--- src/rtl/uart_pkg.sv ---
// Shared UART types: parity mode, TX FSM state and data-width limits.
// The PARITY state exists only when UART_TX_FRAME_PARITY_EN is defined.
package uart_pkg;

  localparam int MIN_DATA_BITS = 5;
  localparam int MAX_DATA_BITS = 9;

  typedef enum logic [1:0] {
    PAR_NONE = 2'b00,
    PAR_EVEN = 2'b01,
    PAR_ODD  = 2'b10
  } parity_e;

  typedef enum logic [2:0] {
    ST_IDLE,
    ST_START,
    ST_DATA,
`ifdef UART_TX_FRAME_PARITY_EN
    ST_PARITY,
`endif
    ST_STOP
  } tx_state_e;

  // Even parity is the XOR of the data bits; odd parity inverts it.
  function automatic logic calc_parity(input logic [MAX_DATA_BITS-1:0] d, input logic odd);
    return (^d) ^ odd;
  endfunction

endpackage

--- src/rtl/uart_tx_frame_if.sv ---
// Valid/ready byte stream feeding the UART transmitter.
interface uart_tx_frame_if #(parameter int DATA_BITS = 8);
  logic                 s_valid;
  logic [DATA_BITS-1:0] s_data;
  logic                 s_ready;

  modport master (output s_valid, s_data, input s_ready);
  modport slave  (input s_valid, s_data, output s_ready);
endinterface

--- src/rtl/uart_baud_gen.sv ---
// Bit-period down-counter: load latches the reload value (div-1), and the
// counter then ticks once every reload+1 enabled clocks. Shared with the RX.
module uart_baud_gen #(
  parameter int DIV_W = 16
) (
  input  logic             clk,
  input  logic             rst_n,
  input  logic             i_load,
  input  logic [DIV_W-1:0] i_load_val,
  input  logic             i_en,
  output logic             o_tick
);

  logic [DIV_W-1:0] r_cnt;
  logic [DIV_W-1:0] r_reload;

  assign o_tick = i_en && (r_cnt == '0);

  // Count down while enabled; reload on terminal count.
  always_ff @(posedge clk or negedge rst_n) begin
    if (!rst_n) begin
      r_cnt    <= '0;
      r_reload <= '0;
    end else if (i_load) begin
      r_cnt    <= i_load_val;
      r_reload <= i_load_val;
    end else if (o_tick) begin
      r_cnt    <= r_reload;
    end else if (i_en) begin
      r_cnt    <= r_cnt - DIV_W'(1);
    end
  end

endmodule

--- src/rtl/uart_tx_frame.sv ---
// UART transmitter: start, DATA_BITS data (LSB first), optional parity,
// 1 or 2 stop bits. Frame format and divisor are latched on acceptance.
// Parity support is compiled in with `define UART_TX_FRAME_PARITY_EN.
module uart_tx_frame
  import uart_pkg::*;
#(
  parameter int DATA_BITS = 8,
  parameter int DIV_W     = 16
) (
  input  logic             clk,
  input  logic             rst_n,
  uart_tx_frame_if.slave   s,
  input  logic [DIV_W-1:0] cfg_div,
  input  logic [1:0]       cfg_parity,
  input  logic             cfg_stop2,
  output logic             tx,
  output logic             busy,
  output logic             tx_done
);

  localparam int IDX_W = $clog2(MAX_DATA_BITS);

  if (DATA_BITS < MIN_DATA_BITS || DATA_BITS > MAX_DATA_BITS) begin : g_bad_width
    $error("uart_tx_frame: DATA_BITS must be within 5..9");
  end

  tx_state_e            r_state, w_state_nxt;
  logic [DATA_BITS-1:0] r_shift, w_shift_nxt;
  logic [IDX_W-1:0]     r_idx, w_idx_nxt;
  logic                 r_stop_idx, w_stop_idx_nxt;
  logic                 r_stop2;
  logic                 r_tx, r_busy, r_done;
  logic                 w_tx_nxt, w_done_nxt;
  logic                 w_accept, w_tick;
  logic [DIV_W-1:0]     w_div_m1;

`ifdef UART_TX_FRAME_PARITY_EN
  logic                     r_par_en, r_par_bit;
  logic [MAX_DATA_BITS-1:0] w_data_pad;

  // Widen the incoming byte for the shared parity helper.
  always_comb begin
    w_data_pad                 = '0;
    w_data_pad[DATA_BITS-1:0]  = s.s_data;
  end
`else
  logic w_unused_par;
  assign w_unused_par = ^cfg_parity;
`endif

  assign s.s_ready = (r_state == ST_IDLE);
  assign w_accept  = s.s_valid && s.s_ready;
  assign tx        = r_tx;
  assign busy      = r_busy;
  assign tx_done   = r_done;

  // Divisors 0 and 1 both mean one clock per bit.
  assign w_div_m1 = (cfg_div < DIV_W'(2)) ? '0 : cfg_div - DIV_W'(1);

  uart_baud_gen #(.DIV_W(DIV_W)) u_baud (
    .clk       (clk),
    .rst_n     (rst_n),
    .i_load    (w_accept),
    .i_load_val(w_div_m1),
    .i_en      (r_state != ST_IDLE),
    .o_tick    (w_tick)
  );

  // FSM state register.
  always_ff @(posedge clk or negedge rst_n) begin
    if (!rst_n) r_state <= ST_IDLE;
    else        r_state <= w_state_nxt;
  end

  // Next state, shifter/counters and the next registered tx level.
  always_comb begin
    w_state_nxt    = r_state;
    w_shift_nxt    = r_shift;
    w_idx_nxt      = r_idx;
    w_stop_idx_nxt = r_stop_idx;
    w_done_nxt     = 1'b0;
    unique case (r_state)
      ST_IDLE: if (w_accept) begin
        w_state_nxt = ST_START;
        w_shift_nxt = s.s_data;
      end
      ST_START: if (w_tick) begin
        w_state_nxt    = ST_DATA;
        w_idx_nxt      = '0;
        w_stop_idx_nxt = 1'b0;
      end
      ST_DATA: if (w_tick) begin
        if (r_idx == IDX_W'(DATA_BITS-1)) begin
`ifdef UART_TX_FRAME_PARITY_EN
          w_state_nxt = r_par_en ? ST_PARITY : ST_STOP;
`else
          w_state_nxt = ST_STOP;
`endif
        end else begin
          w_idx_nxt   = r_idx + IDX_W'(1);
          w_shift_nxt = r_shift >> 1;
        end
      end
`ifdef UART_TX_FRAME_PARITY_EN
      ST_PARITY: if (w_tick) w_state_nxt = ST_STOP;
`endif
      ST_STOP: if (w_tick) begin
        if (r_stop2 && !r_stop_idx) begin
          w_stop_idx_nxt = 1'b1;
        end else begin
          w_state_nxt = ST_IDLE;
          w_done_nxt  = 1'b1;
        end
      end
      default: w_state_nxt = ST_IDLE;
    endcase

    w_tx_nxt = 1'b1;
    case (w_state_nxt)
      ST_START:  w_tx_nxt = 1'b0;
      ST_DATA:   w_tx_nxt = w_shift_nxt[0];
`ifdef UART_TX_FRAME_PARITY_EN
      ST_PARITY: w_tx_nxt = r_par_bit;
`endif
      default:   w_tx_nxt = 1'b1;
    endcase
  end

  // Datapath registers, registered outputs and frame config latched at acceptance.
  always_ff @(posedge clk or negedge rst_n) begin
    if (!rst_n) begin
      r_shift    <= '0;
      r_idx      <= '0;
      r_stop_idx <= 1'b0;
      r_stop2    <= 1'b0;
      r_tx       <= 1'b1;
      r_busy     <= 1'b0;
      r_done     <= 1'b0;
`ifdef UART_TX_FRAME_PARITY_EN
      r_par_en   <= 1'b0;
      r_par_bit  <= 1'b0;
`endif
    end else begin
      r_shift    <= w_shift_nxt;
      r_idx      <= w_idx_nxt;
      r_stop_idx <= w_stop_idx_nxt;
      r_tx       <= w_tx_nxt;
      r_busy     <= (w_state_nxt != ST_IDLE);
      r_done     <= w_done_nxt;
      if (w_accept) begin
        r_stop2   <= cfg_stop2;
`ifdef UART_TX_FRAME_PARITY_EN
        r_par_en  <= (cfg_parity == PAR_EVEN) || (cfg_parity == PAR_ODD);
        r_par_bit <= calc_parity(w_data_pad, cfg_parity == PAR_ODD);
`endif
      end
    end
  end

endmodule

--- src/flat_wrapper.sv ---
// flat-port wrapper written by rule: the top's interface ports become plain ports
module uart_tx_frame_flat import uart_pkg::*;
#(
  parameter int DATA_BITS = 8,
  parameter int DIV_W     = 16
)
  (clk, rst_n, cfg_div, cfg_parity, cfg_stop2, tx, busy, tx_done, s_s_valid, s_s_data, s_s_ready);
  uart_tx_frame_if #(.DATA_BITS(DATA_BITS)) s_i ();
  input  logic clk;
  input  logic rst_n;
  input  logic [DIV_W-1:0] cfg_div;
  input  logic [1:0] cfg_parity;
  input  logic cfg_stop2;
  output logic tx;
  output logic busy;
  output logic tx_done;
  input wire logic [$bits(s_i.s_valid)-1:0] s_s_valid;
  input wire logic [$bits(s_i.s_data)-1:0] s_s_data;
  output wire logic [$bits(s_i.s_ready)-1:0] s_s_ready;
  assign s_i.s_valid = s_s_valid;
  assign s_i.s_data = s_s_data;
  assign s_s_ready = s_i.s_ready;
  uart_tx_frame #(.DATA_BITS(DATA_BITS), .DIV_W(DIV_W)) u_core (.clk(clk), .rst_n(rst_n), .s(s_i), .cfg_div(cfg_div), .cfg_parity(cfg_parity), .cfg_stop2(cfg_stop2), .tx(tx), .busy(busy), .tx_done(tx_done));
endmodule
--- config.mk ---
export PLATFORM = sky130hd
export DESIGN_NAME = uart_tx_frame_flat
export DESIGN_NICKNAME = d
export VERILOG_FILES = /design/src/rtl/uart_pkg.sv /design/src/rtl/uart_tx_frame_if.sv /design/src/rtl/uart_baud_gen.sv /design/src/rtl/uart_tx_frame.sv /design/src/flat_wrapper.sv
export SDC_FILE = /design/constraint.sdc
export NUM_CORES = 1
export LEC_CHECK = 0
export CORE_AREA = 2 2 79 81
export CTS_BUF_LIST = sky130_fd_sc_hd__clkbuf_2 sky130_fd_sc_hd__clkbuf_4 sky130_fd_sc_hd__clkbuf_8
export DETAILED_ROUTE_END_ITERATION = 7
export DIE_AREA = 0 0 81 83
export PLACE_DENSITY = 0.74
export SLEW_MARGIN = 20
export SYNTH_ARGS = -nofsm -noshare
export SYNTH_HDL_FRONTEND = slang
export SYNTH_SLANG_ARGS = --single-unit
--- constraint.sdc ---
create_clock -name clk -period 2.15 [get_ports clk]
set_clock_uncertainty 0.15 [all_clocks]
set_input_delay 0.43 -clock clk [delete_from_list [all_inputs] [get_ports clk]]
set_output_delay 0.43 -clock clk [all_outputs]
set_load 0.005 [all_outputs]
==> flow_metrics.tcl, run 1 <==
set metrics [dict create \
    syn_avg_cell_area_um2 8.93 \
    finalHoldViolations 0 \
    ys.flop_type "dfrtp_1" \
    vias 2874 \
    synth_edf_count 0 \
    slew_violations 0 \
    rr_worst_depth 8 \
    hpwl_um 5500 \
    overflow 0 \
    root_buffer "clkbuf_8" \
    async_reset_ff_share_pct 100 \
    netSwitchingPower_mw 1.03 \
    routed_wl_um 8090 \
    ys_seq_elements 52 \
    stdcell_area_um2 4130 \
    area_growth_pct 43.9 \
    yosys.area.top_type "dfrtp_1" \
    ios 34 \
    highest_layer "met4" \
    start_util_pct 49.3 \
    rsz0062_at_grt "true" \
    fin_nets 464 \
    synth.most_common_cell "dfrtp_1" \
    place_area_um2 3770 \
    powerDensity_nw_per_um2 729 \
    layout.cells.non_filler 506 \
    dieArea_um2 6720 \
    intPower_mw 1.98 \
    cts_tree "done" \
    synth_top_area_share_pct 44.5 \
    core_um2 5820 \
    holdPathStages 3 \
    synthCells 321 \
    drive_gt1_share_pct 30.9 \
    period_share_pct 101 \
    finalWorstSetupSlack_ps -30.6 \
    grt_pass1_vias 2773 \
    vdd_ir_drop_max_mv 0.410 \
    end_kind "register" \
    cp_max_fo 6 \
    power_frac_comb_pct 36.3 \
    gp_congestion 0.869 \
    cp.required_ps 2250 \
    wl_met1_um 3440 \
    dr.pass1.iters 8 \
    cts_buffers 5 \
    critPathArrivalTime_ps 2280 \
    finalCriticalPeriod_ps 2180 \
    violations "negative setup slack" \
    wl_met3_um 382 \
    max-clock-path-buffers 2 \
    hp-class "input port to register" \
    antenna_cells 0 \
    cap_violations 0 \
    die_x_um 81 \
    wl_per_cell_um 16.0 \
    clkTransAtPathRegs_ps 100 \
    ys_types 53 \
    clock_latency_ps 320 \
    critPathKind "register to register" \
    htree_levels 2 \
    clkPwrFrac_pct 20.0 \
    grt_max_degree 31 \
    start_kind "register" \
    synth_commonest_cells "dfrtp_1 (51), nand2_1 (47), nor2_1 (33)" \
    vias_per_cell 5.68 \
    wl_met2_um 4120 \
    dp_cells 485 \
    antenna_found_initial 0 \
    fmax_mhz 459 \
    portBuffers 31 \
    synth.net_count 355 \
    pre_cts_ws_ps -700 \
    slew_headroom_pct 64.4 \
    p_sw_share_pct 34.2 \
    grt_first_pass_wirelength_um 13000 \
    yosysWarnings 0 \
    leakagePower_nw 1.93 \
    ys_seq_area_share_pct 45.4 \
    grtUsageTotal_pct 24.4 \
    synth.area.top_cells "dfrtp_1 (45%), nand2_1 (6.2%), nor2_1 (4.3%)" \
    setup_viol 1 \
    syn_area_um2 2870 \
    drcViolationCount 0 \
    finalSetupTns_ps -30.6 \
    power_mw 3.01 \
    antenna_left 0 \
    rows 28 \
    first_iter_violations 231 \
    cts.sink_count 52 \
    seq_power_share_pct 43.7 \
    tightest_slew_ps 534 \
    run_status "complete, but fails checks" \
    die_h_um 83 \
]
## sequential cells by signal, summed over array words and instances, names as in the netlist
signal and flops:
u_core.r_state 3, u_core.u_baud.r_cnt 16, u_core.r_shift 8, u_core.r_stop_idx 1, u_core.r_stop2 1, u_core.tx_done 1, u_core.busy 1, u_core.u_baud.r_reload 16
u_core.r_idx 4, u_core.tx 1
## layer usage
metal	vias up	GRT usage, %
met2	108	40.7
met5	-	0
li1	1365	-
met1	1390	32.2
met4	0	8.01
met3	11	3.59
## through the flow
| step | hold WS [ps] | util (%) |
|---|---|---|
| 6_report | 299 | 71.0 |
| 5_1_grt | 326 | 71.0 |
| 4_1_cts | 308 | 68.8 |
| 3_5_place_dp | 291 | 64.8 |
| 3_3_place_gp | 286 | 64.8 |
| 2_1_floorplan | -15.6 | - |
## layout make-up
| class | count | area (um^2) |
|---|---|---|
| sequential | 52 | 1300 |
| timing repair buffer | 113 | 947 |
| fill | 458 | 1690 |
| inverter | 17 | 71.3 |
| multi-input combinational | 241 | 1620 |
| clock inverter | 3 | 26.3 |
| clock buffer | 5 | 68.8 |
| tap | 75 | 93.8 |
## worst max-delay path, cell delays in order, from the launching register on
cell and delay (ps):
dfrtp_1 400, inv_2 90, ha_4 130, nor4b_4 230, and4_4 360, a21oi_2 70, a311o_1 290, nand2b_1 150
mux2_4 250
## timing repair
item / CTS / global route
pin swaps: 18 / 11
hold buffers: 1 / 0
hold endpoints to repair: 21 / 0
gates resized for setup: 46 / 31
setup buffers: 9 / 4
endpoints found under the setup margin: 41 / 24
## power by group through the flow
stage	Combinational (mW)	Clock [mW]	Sequential, mW
after floorplan	0.516	0	1.32
after global placement	0.973	0	1.30
after detailed placement	1.00	0	1.30
after CTS	1.05	0.601	1.30
after global routing	1.20	0.655	1.33
final	1.09	0.602	1.31
## worst paths after layout
check                                                            from                                    end  slack [ps]
worst max-delay path               u_core.u_baud.r_cnt[1]$_DFFE_PN0P_                    u_core.tx$_DFF_PN1_         -30
worst min-delay path                                       cfg_div[0]  u_core.u_baud.r_reload[0]$_DFFE_PN0P_         300
worst max register to register     u_core.u_baud.r_cnt[1]$_DFFE_PN0P_                    u_core.tx$_DFF_PN1_         -30
worst min register to register  u_core.u_baud.r_reload[4]$_DFFE_PN0P_  u_core.u_baud.r_reload[4]$_DFFE_PN0P_         330
max in group asynchronous                                       rst_n            u_core.r_shift[0]$_DFF_PN0_         790
min in group asynchronous                                       rst_n  u_core.u_baud.r_reload[1]$_DFFE_PN0P_         500
## cell families (layout without fill, tap and decap cells)
kind of cell	after synthesis	count (layout)	synth area share, %
adders and majority gates	4	4	1.75
xor gates and xnor gates	22	22	6.72
AOI/OAI and AO/OA	79	79	18.6
other	1	1	0.131
buffers and inverters	28	138	3.84
and+or+nand+nor	133	133	22.8
DFF	52	52	45.4
muxes	2	2	0.742
## placed cells by master (no fill, tap or decap), types with 7 or more instances in the layout
cell type,Yosys,final
xor2_1,14,14
nand2_1,47,45
a21o_1,7,7
dfrtp_1,51,50
nor3_1,10,7
buf_4,1,76
clkdlybuf4s50_1,0,15
a21oi_1,11,10
inv_1,16,11
nor2_1,33,30
xnor2_1,8,7
nand3_1,8,8
o21ai_0,23,19
Power figures use the tool's default switching activity.
==> run 2, diff against run 1 <==
- SKIP_LAST_GASP: unset -> 1
==> run 2 against run 1 <==
  * The flow still finishes with violations (negative setup slack)
  * Cell count stayed put
  * Total power is 0.28% lower
  * Register-to-register slack worse by 20 ps
  * Die area stayed put
  * Critical path depth stayed put
  * Critical endpoint unchanged
==> flow_metrics.tcl, run 2 (synthesis gave the netlist of run 1 again) <==
set metrics [dict create \
    critPathArrivalTime_ps 2290 \
    layout.cells.non_filler 506 \
    rsz0062_at_grt "true" \
    antenna_found_initial 0 \
    slew_headroom_pct 64.4 \
    die_x_um 81 \
    dr.pass1.iters 7 \
    root_buffer "clkbuf_8" \
    drcViolationCount 0 \
    tightest_slew_ps 533 \
    reg_top3 "u_core.u_baud.r_cnt: 16 flops, u_core.u_baud.r_reload: 16 flops, u_core.r_shift: 8 flops" \
    cts.sink_count 52 \
    htree_levels 2 \
    rows 28 \
    cts_tree "done" \
    portBuffers 31 \
    vias 2885 \
    path_delay_family "simple AND/OR/NAND/NOR gates" \
    slew_violations 0 \
    area_growth_pct 43.8 \
    grtUsageTotal_pct 24.4 \
    vias_per_cell 5.70 \
    leakagePower_nw 1.92 \
    wl_met1_um 3420 \
    cp_max_fo 6 \
    start_kind "register" \
    cp.required_ps 2250 \
    cp_num_buf_inv 1 \
    final_common_cell "buf_4" \
    hp-class "input port to register" \
    hpwl_um 5500 \
    grt_max_degree 31 \
    gp_congestion 0.869 \
    violations "negative setup slack" \
    grt_pass1_vias 2765 \
    cts_buffers 5 \
    run_status "complete, but fails checks" \
    powerDensity_nw_per_um2 727 \
    die_h_um 83 \
    critPathKind "register to register" \
    dp_cells 485 \
    mostFrequentLayoutCells "buf_4 (76), dfrtp_1 (50), nand2_1 (45)" \
    vdd_ir_drop_max_mv 0.410 \
    finalCriticalPeriod_ps 2200 \
    cap_violations 0 \
    fin_nets 464 \
    core_um2 5820 \
    dieArea_um2 6720 \
    overflow 0 \
    first_iter_violations 239 \
    finalHoldViolations 0 \
    finalSetupTns_ps -77.4 \
    clkTransAtPathRegs_ps 110 \
    highest_layer "met4" \
    period_share_pct 102 \
    wl_per_cell_um 16.2 \
    finalWorstSetupSlack_ps -47.3 \
    ios 34 \
    routed_wl_um 8170 \
    cpMaxStageDelayCell "dfrtp_1" \
    clock_latency_ps 320 \
    grt_first_pass_wirelength_um 12900 \
    end_kind "register" \
    max-clock-path-buffers 2 \
    antenna_cells 0 \
    setup_viol 4 \
    wl_met2_um 4240 \
    antenna_left 0 \
    start_util_pct 49.3 \
    fmax_mhz 455 \
    wl_met3_um 376 \
    crit_chain "inv_2 > ha_4 > nor4b_4 > and4_4 > a21oi_2 > a311o_1 > nand2b_1 > mux2_4" \
    drive_gt1_share_pct 31.1 \
    critPathMaxStageDelay_ps 400 \
]
-- run 2: layer usage --
metal / track usage [%] / up-vias
li1: - / 1372
met1: 32.2 / 1384
met2: 40.6 / 116
met3: 3.59 / 13
met4: 8.01 / 0
met5: 0 / -
-- run 2: cell type report --
| class | count | area (um^2) |
|---|---|---|
| clock inverter | 3 | 26.3 |
| clock buffer | 5 | 68.8 |
| sequential | 52 | 1300 |
| fill | 459 | 1690 |
| timing repair buffer | 113 | 940 |
| tap | 75 | 93.8 |
| inverter | 17 | 71.3 |
| multi-input combinational | 241 | 1620 |
-- run 2: path summary, 6_finish.rpt --
path | endpoint | slack, ps | cells after the start | start
worst max-delay path | u_core.tx$_DFF_PN1_ | -50 | 8 | u_core.u_baud.r_cnt[1]$_DFFE_PN0P_
worst min register to register | u_core.u_baud.r_reload[4]$_DFFE_PN0P_ | 330 | 1 | u_core.u_baud.r_reload[4]$_DFFE_PN0P_
worst min-delay path | u_core.u_baud.r_reload[0]$_DFFE_PN0P_ | 320 | 3 | cfg_div[0]
min in group asynchronous | u_core.u_baud.r_reload[1]$_DFFE_PN0P_ | 510 | 2 | rst_n
max in group asynchronous | u_core.r_shift[0]$_DFF_PN0_ | 780 | 3 | rst_n
worst max register to register | u_core.tx$_DFF_PN1_ | -50 | 8 | u_core.u_baud.r_cnt[1]$_DFFE_PN0P_
-- run 2: report_power, final --
group	total, mW	internal, mW	switching (mW)
clock network	0.604	0.240	0.363
registers	1.31	1.16	0.148
logic	1.08	0.569	0.515
total	3.00	1.97	1.03
-- run 2: per-stage QoR --
| stage | hold WS (ps) | util [%] | worst slack, ps | instance area (um^2) | power [mW] |
|---|---|---|---|---|---|
| after floorplan | -15.6 | - | -76.2 | 2890 | 1.84 |
| after global placement | 286 | 64.8 | -618 | 3770 | 2.27 |
| after detailed placement | 291 | 64.8 | -700 | 3770 | 2.30 |
| after CTS | 334 | 68.7 | -36.6 | 4000 | 2.95 |
| after global routing | 358 | 70.9 | -64.4 | 4130 | 3.18 |
| final | 324 | 70.9 | -47.3 | 4130 | 3.00 |
-- run 2: what timing repair did --
| action | in CTS | in global routing |
|---|---|---|
| pin swaps | 17 | 11 |
| resized for setup | 42 | 29 |
| setup endpoints to repair | 41 | 26 |
| endpoints found under the hold margin | 21 | 0 |
| hold buffers | 1 | 0 |
| setup buffers | 9 | 4 |
-- run 2: worst reg2reg max path, delay by kind of cell (launching register included) --
| family | cells | cell delay (ps) |
|---|---|---|
| AOI/OAI and AO/OA | 2 | 360 |
| adders and majority gates | 1 | 130 |
| DFF | 1 | 400 |
| buffers and inverters | 1 | 90 |
| muxes | 1 | 250 |
| and+or+nand+nor | 3 | 760 |
==> run 3, diff against run 2 <==
- CORE_AREA: 2 2 79 81 -> 2 2 82 84
- DIE_AREA: 0 0 81 83 -> 0 0 84 86
- MAX_ROUTING_LAYER: unset -> met4
- PLACE_DENSITY: 0.74 -> 0.73
- SYNTH_HIERARCHICAL: unset -> 1
==> run 3 against run 2 <==
  * The flow still finishes with violations (negative setup slack)
  * First-iteration DRC count decreased by 13%
  * Core utilization shrank 0.69 points
  * Clock power increased by 22%
  * Cell count is 3.6% lower
  * Worst hold slack gained 16 ps
  * Die area up 7.5%
  * Sequential power about the same
  * Count of clock-buffer cells in the layout is 2 higher
  * Sequential share of layout area decreased by 2.1 points
  * Total power grew 16%
  * Design area is 6.9% higher
  * Area after synthesis is 6.8% higher
  * Critical endpoint is now u_core/tx$_DFF_PN1_
==> flow_metrics.tcl, run 3 <==
set metrics [dict create \
    run_status "complete, but fails checks" \
    regArea_um2 1300 \
    htree_levels 2 \
    synth.net_count 340 \
    critPathMaxStageDelay_ps 600 \
    synth.area.top_cells "dfrtp_1 (42%), mux2_2 (7.0%), a22oi_1 (4.7%)" \
    use_met3_pct 3.27 \
    pre_cts_ws_ps -723 \
    wl_per_cell_um 17.1 \
    violations "negative setup slack" \
    power_mw 3.49 \
    rr_worst_depth 7 \
    dieArea_um2 7220 \
    cts.sink_count 52 \
    cts_tree "done" \
    grt_pass1_vias 2863 \
    drcViolationCount 0 \
    setup_viol 34 \
    tightest_slew_ps 506 \
    powerDensity_nw_per_um2 790 \
    multi_input_area_um2 1830 \
    vias 2819 \
    yosys.area.top_type "dfrtp_1" \
    gp_congestion 0.853 \
    synthCells 306 \
    ios 34 \
    leakagePower_nw 1.98 \
    synth_top_area_share_pct 41.6 \
    final_common_cell "buf_4" \
    met1_usage_pct 32.3 \
    antenna_found_initial 0 \
    overflow 0 \
    antenna_cells 0 \
    syn_avg_cell_area_um2 10.0 \
    slew_violations 0 \
    portBuffers 31 \
    antenna_left 0 \
    synth.most_common_cell "dfrtp_1" \
    cap_violations 0 \
    first_iter_violations 208 \
    reg_top3 "u_core/u_baud/r_cnt: 16 flops, u_core/u_baud/r_reload: 16 flops, u_core/r_shift: 8 flops" \
    grt_max_degree 53 \
    finalWorstSetupSlack_ps -647 \
    busiest_layer "met2" \
    critPathKind "register to register" \
    hpwl_um 5630 \
    end_kind "register" \
    start_util_pct 48.8 \
    holdPathStages 2 \
    hp-class "register to register" \
    syn_area_um2 3060 \
    mostFrequentLayoutCells "buf_4 (73), dfrtp_1 (51), o21ai_1 (22)" \
    finalHoldViolations 0 \
    stdcell_area_um2 4410 \
    max-clock-path-buffers 2 \
    cp_max_fo 6 \
    die_h_um 86 \
    slew_headroom_pct 65.9 \
    vdd_ir_drop_max_mv 0.575 \
    place_area_um2 3950 \
    finalSetupTns_ps -12960 \
    utilization_pct 70.2 \
    rsz0062_at_grt "true" \
    clock_latency_ps 310 \
    area_growth_pct 43.9 \
    vias_per_cell 5.78 \
    routed_wl_um 8350 \
    rows 29 \
    finalCriticalPeriod_ps 2800 \
    synth_commonest_cells "dfrtp_1 (51), nor2_1 (20), a22oi_1 (19), mux2_2 (19), nand2_1 (18)" \
    root_buffer "clkbuf_8" \
    grtUsageMet2_pct 38.8 \
    clkTransAtPathRegs_ps 100 \
    grt_first_pass_wirelength_um 13600 \
    period_share_pct 130 \
    dr.pass1.iters 5 \
    ys_seq_elements 52 \
    synth_edf_count 0 \
    ys_types 60 \
    core_um2 6280 \
    grtUsageTotal_pct 24.0 \
    async_reset_ff_share_pct 100 \
    fin_nets 444 \
    yosysWarnings 6 \
    cp.required_ps 2240 \
    fill_cells 450 \
    die_x_um 84 \
    drive_gt1_share_pct 37.0 \
    critPathArrivalTime_ps 2890 \
    crit_chain "or4_1 > or4_4 > clkinv_4 > and4bb_4 > a21oi_4 > a221o_1 > o31a_1" \
    ys.flop_type "dfrtp_1" \
    fmax_mhz 358 \
    cts_buffers 5 \
    ys_seq_area_share_pct 42.5 \
    start_kind "register" \
    cpMaxStageDelayCell "or4_4" \
]
[run 3: path summary, 6_finish.rpt]
path	from	endpoint	slack (ps)
max	u_core/u_baud/r_cnt[10]$_DFFE_PN0P_	u_core/tx$_DFF_PN1_	-650
min	u_core/r_shift[6]$_DFFE_PN0P_	u_core/r_shift[6]$_DFFE_PN0P_	340
max reg2reg	u_core/u_baud/r_cnt[10]$_DFFE_PN0P_	u_core/tx$_DFF_PN1_	-650
min reg2reg	u_core/r_shift[6]$_DFFE_PN0P_	u_core/r_shift[6]$_DFFE_PN0P_	340
max in group asynchronous	rst_n	u_core/tx$_DFF_PN1_	1060
min in group asynchronous	rst_n	u_core/u_baud/r_reload[10]$_DFFE_PN0P_	490
[run 3: critical path: cells and delay by family (launching register included)]
kind	cells	cell delay [ps]
AOI/OAI and AO/OA	3	630
and+or+nand+nor	3	1450
buffers and inverters	1	90
DFF	1	410
[run 3: per-layer routing]
layer / wire length (um) / share of wire, %
met2: 4080 / 49
met1: 3810 / 46
met4: 120 / 1.4
met3: 335 / 4.0
met5: 0 / 0
[run 3: cell type report]
class	count	share of cell area (%)
clock inverter	1	0.681
tap	77	2.19
sequential	52	29.5
inverter	10	0.965
timing repair buffer	114	22.9
clock buffer	7	2.19
multi-input combinational	227	41.5
[run 3: logic make-up after synthesis]
| logic type | count (synthesis) | share of synthesized area [%] |
|---|---|---|
| other cells | 1 | 0.122 |
| buf+inv | 27 | 4.94 |
| flops | 52 | 42.5 |
| compound gates | 79 | 17.3 |
| simple gates | 104 | 20.6 |
| xor+xnor | 16 | 4.57 |
| fa+ha+maj | 4 | 1.63 |
| mux | 23 | 8.29 |
[run 3: repair_timing]
item	CTS	global route
gates resized for setup	26	38
endpoints found under the hold margin	51	0
buffers inserted	9	5
endpoints found under the setup margin	45	47
pin swaps	10	7
hold buffers	1	0
[run 3: metrics by stage]
stage	instances	hold slack (ps)
after floorplan	306	-15.6
after global placement	468	291
after detailed placement	468	294
after CTS	486	338
after global routing	488	361
final	488	340
[run 3: power by group]
group,switching [mW],leakage [nW],internal (mW)
Combinational,0.710,1.27,0.729
Sequential,0.127,0.644,1.18
Clock,0.324,0.0645,0.411
==> RTL change: new RTL, settings of run 1 <==
The package constant `MAX_DATA_BITS` goes from 9 to 18.
--- a/src/rtl/uart_pkg.sv
+++ b/src/rtl/uart_pkg.sv
@@ -3,7 +3,7 @@
 package uart_pkg;
 
   localparam int MIN_DATA_BITS = 5;
-  localparam int MAX_DATA_BITS = 9;
+  localparam int MAX_DATA_BITS = 18;
 
   typedef enum logic [1:0] {
     PAR_NONE = 2'b00,
Formal check against the unedited RTL: same outputs for any inputs over 10 cycles, from zero or initial values and one cycle with rst_n low; that may be too few to reach the edited logic, so the function may still have changed.
==> RTL change against run 1 <==
  * The run still ends with negative setup slack left
  * Worst setup slack got worse by 0.12 ns
  * Wire length rose by 12%
  * Critical path type unchanged
  * Critical path depth fell by 1
  * Highest routed layer unchanged
  * Total power rose by 13%
  * Sequential cell count rose by 1
  * Synthesized area rose by 4.5%
  * Design area rose by 7.6%
==> RTL change: results <==
[timing]
whs_ns = 0.3299
fin_ws_ns = -0.1457
finalSetupViolations = 12
setup_tns_ns = -0.6943

[global_routing]
grt_usage = 0.2713
grt_pass1_wl_um = 14140
grt_max_degree = 54

[cells_and_area]
buffer_area_frac = 0.2347
fin_nets = 481
final_area_um2 = 4441
nFillCells = 430
multi_input_gates = 248
n_all_buffers = 124
instances_no_fill = 523
layout-drive-gt1-share = 0.3571
multi_input_area_um2 = 1828
register_area_um2 = 1329
seq_cell_count = 53
clock_tree_area_fraction = 0.01944
inv_count = 15
nClkBuffers = 6

[worst_setup_path]
slowest_stage = or4_4
critPathLaunch = u_core.u_baud.r_cnt[11]
r2r_cells = 7
cp_max_fo = 4
critPathTopFamily = simple AND/OR/NAND/NOR gates
cpPeakStageDelay_ns = 0.55

[drt]
first_pass_iters = 5
wl_met1_um = 3465
drt_iter0_drc = 290
route.met2.wl_um = 4707
wl_per_cell_um = 17.33
vias = 3126
wl_met3_um = 500

[placed_design]
place_ws_ns = -0.7277
hpwl_um = 6243
placedCellCount = 500
place_congestion = 0.9422
post_dp_cell_area_um2 = 3965

[logic_synthesis]
netlist_top_cells_area = dfrtp_1 (43%), nand2_1 (5.6%), nor2_1 (3.9%)
netlist_top_cells_count = dfrtp_1 (52), nand2_1 (45), nor2_1 (31)
synth_area_per_cell_um2 = 9.108
synthAdderAreaFrac = 0.01670
synthesis.nets = 363
synth-compound-area-share = 0.1900
synth_cell_types = 51
synthMuxAreaShare = 0.01378
synth_xor_area_frac = 0.04676
ys_seq_area_frac = 0.4430

[pwr]
powerComb_uw = 1450
p_clk_frac = 0.164
ir_worst_vdd_v = 0.0004003
p_leak_uw = 0.002092
power_clock_uw = 561
netSwitchingFraction = 0.3596

[outcome]
status = finished with violations
failed_checks = negative setup slack
RTL change: changes by cell type after synthesis, moves of 3 or more:
cell	delta
a21oi_1	+7
xor2_1	-4
or3_1	+3
and3_1	-3
or4_1	+4
a21o_1	+3
RTL change: kinds of logic after synthesis:
kind of cell,Yosys count
compound gates,86
xor+xnor,16
fa+ha+maj,4
buf+inv,28
flops,53
mux,4
other cells,1
simple gates,137
RTL change: timing repair:
item	in CTS	in global routing
gates resized for setup	58	39
pin swaps	21	15
buffers inserted	11	5
endpoints found under the hold margin	52	0
setup endpoints to repair	46	35
hold buffers	1	0
RTL change: metal layers:
| metal | global-route usage | up-vias |
|---|---|---|
| met5 | 0 | - |
| met4 | 0.1310 | 0 |
| met3 | 0.03804 | 38 |
| met2 | 0.4703 | 146 |
| met1 | 0.3234 | 1509 |
| li1 | - | 1433 |
